$ cat config.mk
export PLATFORM = sky130hd
export DESIGN_NAME = rename_free_list
export DESIGN_NICKNAME = d
export VERILOG_FILES = /design/src/rtl/rename_free_list.sv
export SDC_FILE = /design/constraint.sdc
export NUM_CORES = 1
export LEC_CHECK = 0
export BUFFER_PORTS_ARGS = -buffer_cell sky130_fd_sc_hd__buf_2
export CORE_MARGIN = 2
export CORE_UTILIZATION = 30
export CTS_CLUSTER_SIZE = 25
export DETAILED_ROUTE_END_ITERATION = 10
export SLEW_MARGIN = 25
export SYNTH_ARGS = -nofsm -noshare
export SYNTH_HDL_FRONTEND = slang
export SYNTH_SLANG_ARGS = --single-unit
$ cat constraint.sdc
create_clock -name clk -period 3.25 [get_ports clk]
set_clock_uncertainty 0.15 [all_clocks]
set_input_delay 0.65 -clock clk [delete_from_list [all_inputs] [get_ports clk]]
set_output_delay 0.65 -clock clk [all_outputs]
set_load 0.05 [all_outputs]
$ cat src/rtl/rename_free_list.sv
// Physical-register free list for the rename stage.
// Circular array of free pregs with a speculative head, a committed head and
// a tail. Pointers carry one extra wrap bit so full and empty are distinct.
// Up to two grants and two returns per cycle; flush rewinds head to the
// committed head in a single cycle.
module rename_free_list #(
  parameter int PREG_NUM = 64,
  parameter int CREG_NUM = 32,
  parameter int DEPTH    = PREG_NUM - CREG_NUM,
  localparam int PW      = $clog2(PREG_NUM),
  localparam int IW      = $clog2(DEPTH),
  localparam int CW      = IW + 1
) (
  input  logic          clk,
  input  logic          reset,
  input  logic [1:0]    alloc_req,
  input  logic          alloc_en,
  output logic          alloc_ok,
  output logic [PW-1:0] alloc_preg [2],
  input  logic [1:0]    retire_valid,
  input  logic [PW-1:0] retire_old_preg [2],
  input  logic          flush,
  output logic [CW-1:0] free_count
);

  logic [PW-1:0] r_entries [DEPTH];
  logic [CW-1:0] r_head;
  logic [CW-1:0] r_commit_head;
  logic [CW-1:0] r_tail;

  logic [CW-1:0] w_alloc_cnt;
  logic [CW-1:0] w_ret_cnt;
  logic [CW-1:0] w_commit_next;
  logic [CW-1:0] w_tail_next;
  logic [CW-1:0] w_head_next;
  logic [IW-1:0] w_rd_idx0;
  logic [IW-1:0] w_rd_idx1;
  logic [IW-1:0] w_wr_idx0;
  logic [IW-1:0] w_wr_idx1;
  logic          w_alloc_fire;

  // Grant side: counts, occupancy and lane-packed read of the head entries.
  // alloc_ok uses the pre-retire count so same-cycle returns never bypass.
  always_comb begin
    w_alloc_cnt   = {{(CW-1){1'b0}}, alloc_req[0]} + {{(CW-1){1'b0}}, alloc_req[1]};
    w_ret_cnt     = {{(CW-1){1'b0}}, retire_valid[0]} + {{(CW-1){1'b0}}, retire_valid[1]};
    free_count    = r_tail - r_head;
    alloc_ok      = (free_count >= w_alloc_cnt);
    w_rd_idx0     = r_head[IW-1:0];
    w_rd_idx1     = alloc_req[0] ? (w_rd_idx0 + 1'b1) : w_rd_idx0;
    alloc_preg[0] = r_entries[w_rd_idx0];
    alloc_preg[1] = r_entries[w_rd_idx1];
  end

  // Pointer next-state: retire always advances tail and commit head; flush
  // rewinds head to the post-retire commit head and suppresses allocation.
  always_comb begin
    w_wr_idx0     = r_tail[IW-1:0];
    w_wr_idx1     = retire_valid[0] ? (w_wr_idx0 + 1'b1) : w_wr_idx0;
    w_commit_next = r_commit_head + w_ret_cnt;
    w_tail_next   = r_tail + w_ret_cnt;
    w_alloc_fire  = alloc_en & alloc_ok & ~flush;
    w_head_next   = r_head;
    if (flush) begin
      w_head_next = w_commit_next;
    end else if (w_alloc_fire) begin
      w_head_next = r_head + w_alloc_cnt;
    end
  end

  // State update: reset seeds the list with the pregs above the arch set.
  always_ff @(posedge clk) begin
    if (reset) begin
      for (int i = 0; i < DEPTH; i++) begin
        r_entries[i] <= PW'(CREG_NUM + i);
      end
      r_head        <= '0;
      r_commit_head <= '0;
      r_tail        <= CW'(DEPTH);
    end else begin
      if (retire_valid[0]) begin
        r_entries[w_wr_idx0] <= retire_old_preg[0];
      end
      if (retire_valid[1]) begin
        r_entries[w_wr_idx1] <= retire_old_preg[1];
      end
      r_head        <= w_head_next;
      r_commit_head <= w_commit_next;
      r_tail        <= w_tail_next;
    end
  end

endmodule
==> summary.md, run 1 <==
| Metric | Value |
|---|---|
| Run status | finished with violations |
| Failing checks | setup timing |
| First-pass GRT wire length | 74.1 mm |
| DP HPWL | 36.1 mm |
| Slew @ Worst Pin | 1030 ps |
| # rows | 77 |
| Synthesized area | 0.0133 mm² |
| Slew headroom | 0.313 |
| Final setup fails | 13 |
| Skew-Pair Late Insertion Delay | 540 ps |
| Top Ports | 39 |
| Gate Count Post-Synth | 1115 |
| WHS Path Cells | 3 |
| Internal | 0.00608 W |
| Critical path type | flop to output port |
| Depth of the most critical reg-to-reg path | 11 |
| Synthesis-to-layout area growth | 23.6% |
| Gpl congestion | 1.01 |
| CP max FO | 24 |
| Post-route DRC violation count | 0 |
| Vias | 11200 |
| Multi-input logic area | 0.00671 mm² |
| Die area | 0.0459 mm² |
| Smallest hold slack | 344 ps |
| TritonCTS clock tree | done |
| Yosys warning count | 0 |
| Post-synthesis register bit count | 215 |
| Synth top area share | 0.434 |
| Tmin final | 3850 ps |
| Most frequent cells in the layout | 192 x edfxtp_1, 120 x mux4_2, 96 x buf_4 |
| Die W | 214 µm |
| Pwr dens | 538 mW/mm² |
| Setup ws final | -596 ps |
| Hold_buf cts | 0 |
| CTS H-tree depth | 1 |
| Top achievable clock speed | 0.260 GHz |
| Final worst-path cycle share | 1.18 |
| Total GRT Usage | 0.220 |
| DRT Pass-1 Iters | 7 |
| Initial antenna violation count | 4 |
| WP data required | 2450 ps |
| IO buf count | 38 |
| Register Area | 0.00624 mm² |
| Synth unique cells | 51 |
| DRT Wirelength | 51.4 mm |
| Share of power burned in registers | 0.362 |
| Slew Limit Fails | 0 |
| Peak VDD IR | 0.465 mV |
| Final Non-Filler Cells | 1822 |
| Mapped Nets | 1159 |
| # Max-Cap Violations | 0 |
| Register area share after synthesis | 0.469 |
| Number of flops mapped to enable cells by yosys | 192 |
| Data arrival, critical path | 3050 ps |
| Filler cells | 4275 |
| Cell leakage power | 5.12 nW |
| Starting Density | 0.302 |
| Nets | 1252 |
| Hold WC Path Type | input pin to flop |
| RSZ-0062 raised after global routing | yes |
| Largest net degree at the start of global routing | 54 |
| Vias in the first global route | 10400 |
| Core area | 0.0439 mm² |
| Chip height | 214 µm |
| CTS root buffer | clkbuf_16 |
| Pre-CTS WS | -475 ps |
| Psw | 0.00274 W |
| Routed WL per cell | 28.2 µm |
| Sw Share | 0.311 |
| Routed vias/inst | 6.12 |
| Clk sinks | 215 |
| Fin. Hold Viols | 0 |
| Top cell type by total area after synthesis | edfxtp_1 |
| Num CTS Buffers | 26 |
| Mean Syn Cell Area | 11.9 µm² |
| Clock transition at path regs | 60 ps |
| Combinational share of power | 0.308 |
| Top cells by area, synth | edfxtp_1 43%, mux4_2 20%, dfxtp_1 3.5%, nor2_1 2.6%, nand2_1 2.5% |
| Synth Flop Type | edfxtp_1 |
| DP Cell Count | 1735 |
| Max Root-Sink Buffers | 3 |
| Clock network fraction of design power | 0.330 |
| Share of cells above drive strength 1 | 0.307 |
| 1st-iter DRT viols | 1682 |
| Most common cell after layout, fill and taps aside | edfxtp_1 |
| Overflow after GRT | 0 |
| CP endpoint kind | output port |
| CP Launch Type | flop |
| Ys async rst share | 0 |
| Detail Route Antenna Nets | 0 |
[power groups by stage]
stage | logic (W) | clock network, W | registers, W
floorplan | 0.00151 | 0 | 0.00320
global placement | 0.00217 | 0 | 0.00324
detailed placement | 0.00220 | 0 | 0.00323
CTS | 0.00264 | 0.00292 | 0.00319
global route | 0.00282 | 0.00302 | 0.00320
finish | 0.00272 | 0.00291 | 0.00320
[cell type report]
| cell class | count | area share |
|---|---|---|
| clock buffers | 28 | 0.0401 |
| inverters | 29 | 0.00694 |
| repair buffers | 170 | 0.107 |
| flip-flops and latches | 215 | 0.380 |
| clock inverters | 19 | 0.0110 |
| diodes | 3 | 0.000458 |
| well taps | 592 | 0.0452 |
| multi-input cells | 766 | 0.409 |
[cell usage after synthesis, types with 3 or more instances]
master	count
a21oi_1	53
a22o_1	6
a22oi_1	15
a31oi_1	32
and2_1	7
and3_1	3
buf_1	11
buf_2	3
clkbuf_1	88
dfxtp_1	23
edfxtp_1	192
fa_1	4
ha_1	20
inv_1	28
mux2_2	12
mux2i_1	7
mux4_2	120
nand2_1	90
nand2b_1	5
nand3_1	54
nand3b_1	5
nand4_1	6
nor2_1	92
nor2b_1	8
nor3_1	47
nor4_1	10
o21ai_0	57
o22a_1	21
o22ai_1	8
o31ai_1	21
or3_1	13
or3b_2	10
xnor2_1	10
xor2_1	8
[routing by layer]
metal / track usage / share of wire / vias up
met5: 0 / 0.00021 / -
met4: 0.0785 / 0.040 / 2
met3: 0.0562 / 0.14 / 159
met2: 0.338 / 0.44 / 941
met1: 0.303 / 0.38 / 5466
li1: - / - / 4583
[kinds of logic (layout without fill, tap and decap cells)]
logic type	count (synthesis)	after routing	synth area share
and+or+nand+nor	354	354	0.126
other	0	3	0
DFF	215	215	0.469
xor gates and xnor gates	18	18	0.0119
AOI/OAI and AO/OA	230	230	0.109
buffers and inverters	134	246	0.0396
muxes	140	140	0.220
adders and majority gates	24	24	0.0249
[path summary, 6_finish.rpt]
kind                    startpoint          endpoint  slack, ps
setup / recovery         r_head[0]     alloc_preg[3]       -600
hold reg to reg   r_commit_head[5]  r_commit_head[5]        370
setup reg to reg         r_head[0]         r_head[5]        160
hold / removal            alloc_en         r_head[5]        340
[flip-flops by register name, summed over array words and instances, names as in the netlist, named ones only]
signal	cells
r_head	6
r_entries	192
r_tail	6
r_commit_head	6
[worst max-delay path, cell delays in order (launching register included)]
cell and delay, ps:
dfxtp_2 330, ha_1 330, mux2i_4 180, buf_12 180
buf_16 180, mux4_2 340, mux4_2 480, mux2_4 300
buf_6 160
[what timing repair did]
| action | in CTS | in global routing |
|---|---|---|
| resized for setup | 72 | 19 |
| pin swaps | 7 | 6 |
| cloned | 10 | 0 |
| buffers inserted | 24 | 6 |
| endpoints found under the setup margin | 15 | 24 |
[stage by stage]
stage	area, µm²	util	TNS, ps	power [W]
2_1_floorplan	13400	-	-132	0.00470
3_3_place_gp	14700	0.336	-2660	0.00541
3_5_place_dp	14700	0.336	-2810	0.00543
4_1_cts	16300	0.372	-5750	0.00874
5_1_grt	16400	0.373	-6160	0.00904
6_report	16400	0.373	-5630	0.00882
(Power assumes the default switching activity.)
==> run 2, diff against run 1 <==
--- a/config.mk
+++ b/config.mk
@@ -10,6 +10,7 @@
 export CORE_UTILIZATION = 30
 export CTS_CLUSTER_SIZE = 25
 export DETAILED_ROUTE_END_ITERATION = 10
+export GPL_TIMING_DRIVEN = 0
 export SLEW_MARGIN = 25
 export SYNTH_ARGS = -nofsm -noshare
 export SYNTH_HDL_FRONTEND = slang
==> run 2 against run 1 <==
  * The flow still finishes with violations (setup timing)
  * Utilization fell by 0.97 points
  * Hold slack improved by 8.7 ps
  * Critical path depth unchanged
  * Die area unchanged
  * Clock power rose by 3%
  * Fmax down 1.8%
  * Clock-buffer cell count down 2
  * Largest power group unchanged
  * Largest cell class unchanged
  * Combinational power fell by 3%
==> summary.md, run 2 (same netlist as run 1, synthesis figures left out) <==
| Metric | Value |
|---|---|
| Top achievable clock speed | 0.255 GHz |
| Hold WC Path Type | flop to flop |
| Largest net degree at the start of global routing | 14 |
| Critical path type | flop to output port |
| CP max FO | 5 |
| Die W | 214 µm |
| Routed vias/inst | 6.11 |
| Core area | 0.0439 mm² |
| CP endpoint kind | output port |
| Post-route DRC violation count | 0 |
| Starting Density | 0.302 |
| Depth of the most critical reg-to-reg path | 8 |
| Data arrival, critical path | 3120 ps |
| Slew Limit Fails | 0 |
| Number of flip-flops in the largest register | 192 |
| Num CTS Buffers | 25 |
| Chip height | 214 µm |
| Pwr dens | 553 mW/mm² |
| Worst path depth | 8 |
| Slew headroom | 0.256 |
| Filler cells | 4296 |
| Reg2reg start | r_tail[1] |
| Synthesis-to-layout area growth | 20.4% |
| Setup tns final | -5840 ps |
| # Max-Cap Violations | 0 |
| Slew @ Worst Pin | 1120 ps |
| Skew-Pair Late Insertion Delay | 530 ps |
| # rows | 77 |
| Design area | 0.0160 mm² |
| Share of cells above drive strength 1 | 0.249 |
| Clock transition at path regs | 60 ps |
| Gpl congestion | 0.976 |
| Peak VDD IR | 0.516 mV |
| Detail Route Antenna Nets | 0 |
| DRT Wirelength | 50.0 mm |
| Placed cell area | 0.0143 mm² |
| FF-to-FF setup slack | 120 ps |
| DRT Pass-1 Iters | 7 |
| 1st-iter DRT viols | 1667 |
| Vias in the first global route | 10500 |
| Max incr delay on CP | 540 ps |
| Reg with most FFs | r_entries |
| DP HPWL | 36.4 mm |
| TritonCTS clock tree | done |
| Reg2Reg Capture Point | r_entries[27][0] |
| Critical-path cell list | ha_4, mux2i_4, buf_8, clkbuf_16, mux4_2, mux4_2, mux2_4, buf_8 |
| CTS root buffer | clkbuf_16 |
| Vias | 11000 |
| Most common cell after layout, fill and taps aside | edfxtp_1 |
| Worst path slowest cell | mux4_2 |
| Total GRT Usage | 0.213 |
| Routed WL per cell | 27.7 µm |
| Overflow after GRT | 0 |
| Most frequent cells in the layout | 192 x edfxtp_1, 120 x mux4_2, 90 x nor2_1 |
| Hold_buf cts | 0 |
| Fin. Hold Viols | 0 |
| Run status | finished with violations |
| Max Root-Sink Buffers | 3 |
| Crit path buf inv count | 3 |
| Nets | 1236 |
| CP Launch Type | flop |
| Crit path from | r_head[0] |
| Initial antenna violation count | 3 |
| IO buf count | 29 |
| Crit-path leading delay family | multiplexers |
| Setup ws final | -667 ps |
| Final worst-path cycle share | 1.21 |
| Clk sinks | 215 |
| CTS H-tree depth | 1 |
| RSZ-0062 raised after global routing | yes |
| Tmin final | 3920 ps |
| First-pass GRT wire length | 72.1 mm |
| Failing checks | setup timing |
| Die area | 0.0459 mm² |
| Capture point of the worst path | alloc_preg[0] |
| WP data required | 2450 ps |
| Final setup fails | 13 |
| Top Ports | 39 |
| Cell leakage power | 4.74 nW |
[run 2: repair_timing]
item	4_1_cts	5_1_grt
gates resized for setup	130	30
setup buffers	10	7
pin swaps	4	5
setup endpoints to repair	60	153
cloned	4	2
[run 2: cell type report]
| cell class | instances | area (µm²) | share of cell area |
|---|---|---|---|
| multi-input combinational | 766 | 6750 | 0.423 |
| clock buffer | 26 | 629 | 0.0394 |
| buffer | 103 | 687 | 0.0430 |
| inverter | 29 | 111 | 0.00697 |
| clock inverter | 19 | 229 | 0.0143 |
| timing repair buffer | 52 | 574 | 0.0359 |
| tap | 592 | 741 | 0.0464 |
| sequential | 215 | 6250 | 0.391 |
| antenna | 1 | 2.50 | 0.000157 |
[run 2: stage by stage]
step,cells,power [W],hold slack (ps),util,setup WS (ps)
floorplan,1115,0.00470,320,-,-80.3
finish,1803,0.00883,353,0.364,-667
global route,1802,0.00904,376,0.364,-656
CTS,1795,0.00869,359,0.359,-640
detailed placement,1736,0.00536,350,0.324,-1020
global placement,1736,0.00534,348,0.324,-1000
[run 2: worst min-delay path by stage]
stage	start	end	cells past startpoint
2_1_floorplan	r_commit_head[5]	r_commit_head[5]	2
3_3_place_gp	r_commit_head[5]	r_commit_head[5]	2
3_5_place_dp	r_commit_head[5]	r_commit_head[5]	2
4_1_cts	alloc_en	r_head[5]	3
5_1_grt	alloc_en	r_head[5]	3
6_report	r_commit_head[5]	r_commit_head[5]	2
[run 2: layer usage]
metal / vias up / GRT usage / share of wire
met2: 882 / 0.321 / 0.44
met5: - / 0 / 0.00024
met3: 161 / 0.0530 / 0.13
li1: 4545 / - / -
met1: 5425 / 0.284 / 0.38
met4: 2 / 0.109 / 0.056
[run 2: report_power, final]
group          switching, W  internal, W
logic               0.00150      0.00113
clock network       0.00121      0.00180
registers         0.0000877      0.00310
total               0.00279      0.00604
[run 2: worst reg2reg max path, delay by kind of cell, from the launching register on]
| family | cells | cell delay (ps) |
|---|---|---|
| buf+inv | 2 | 420 |
| flops | 1 | 460 |
| fa+ha+maj | 1 | 370 |
| compound gates | 1 | 160 |
| simple gates | 4 | 1230 |
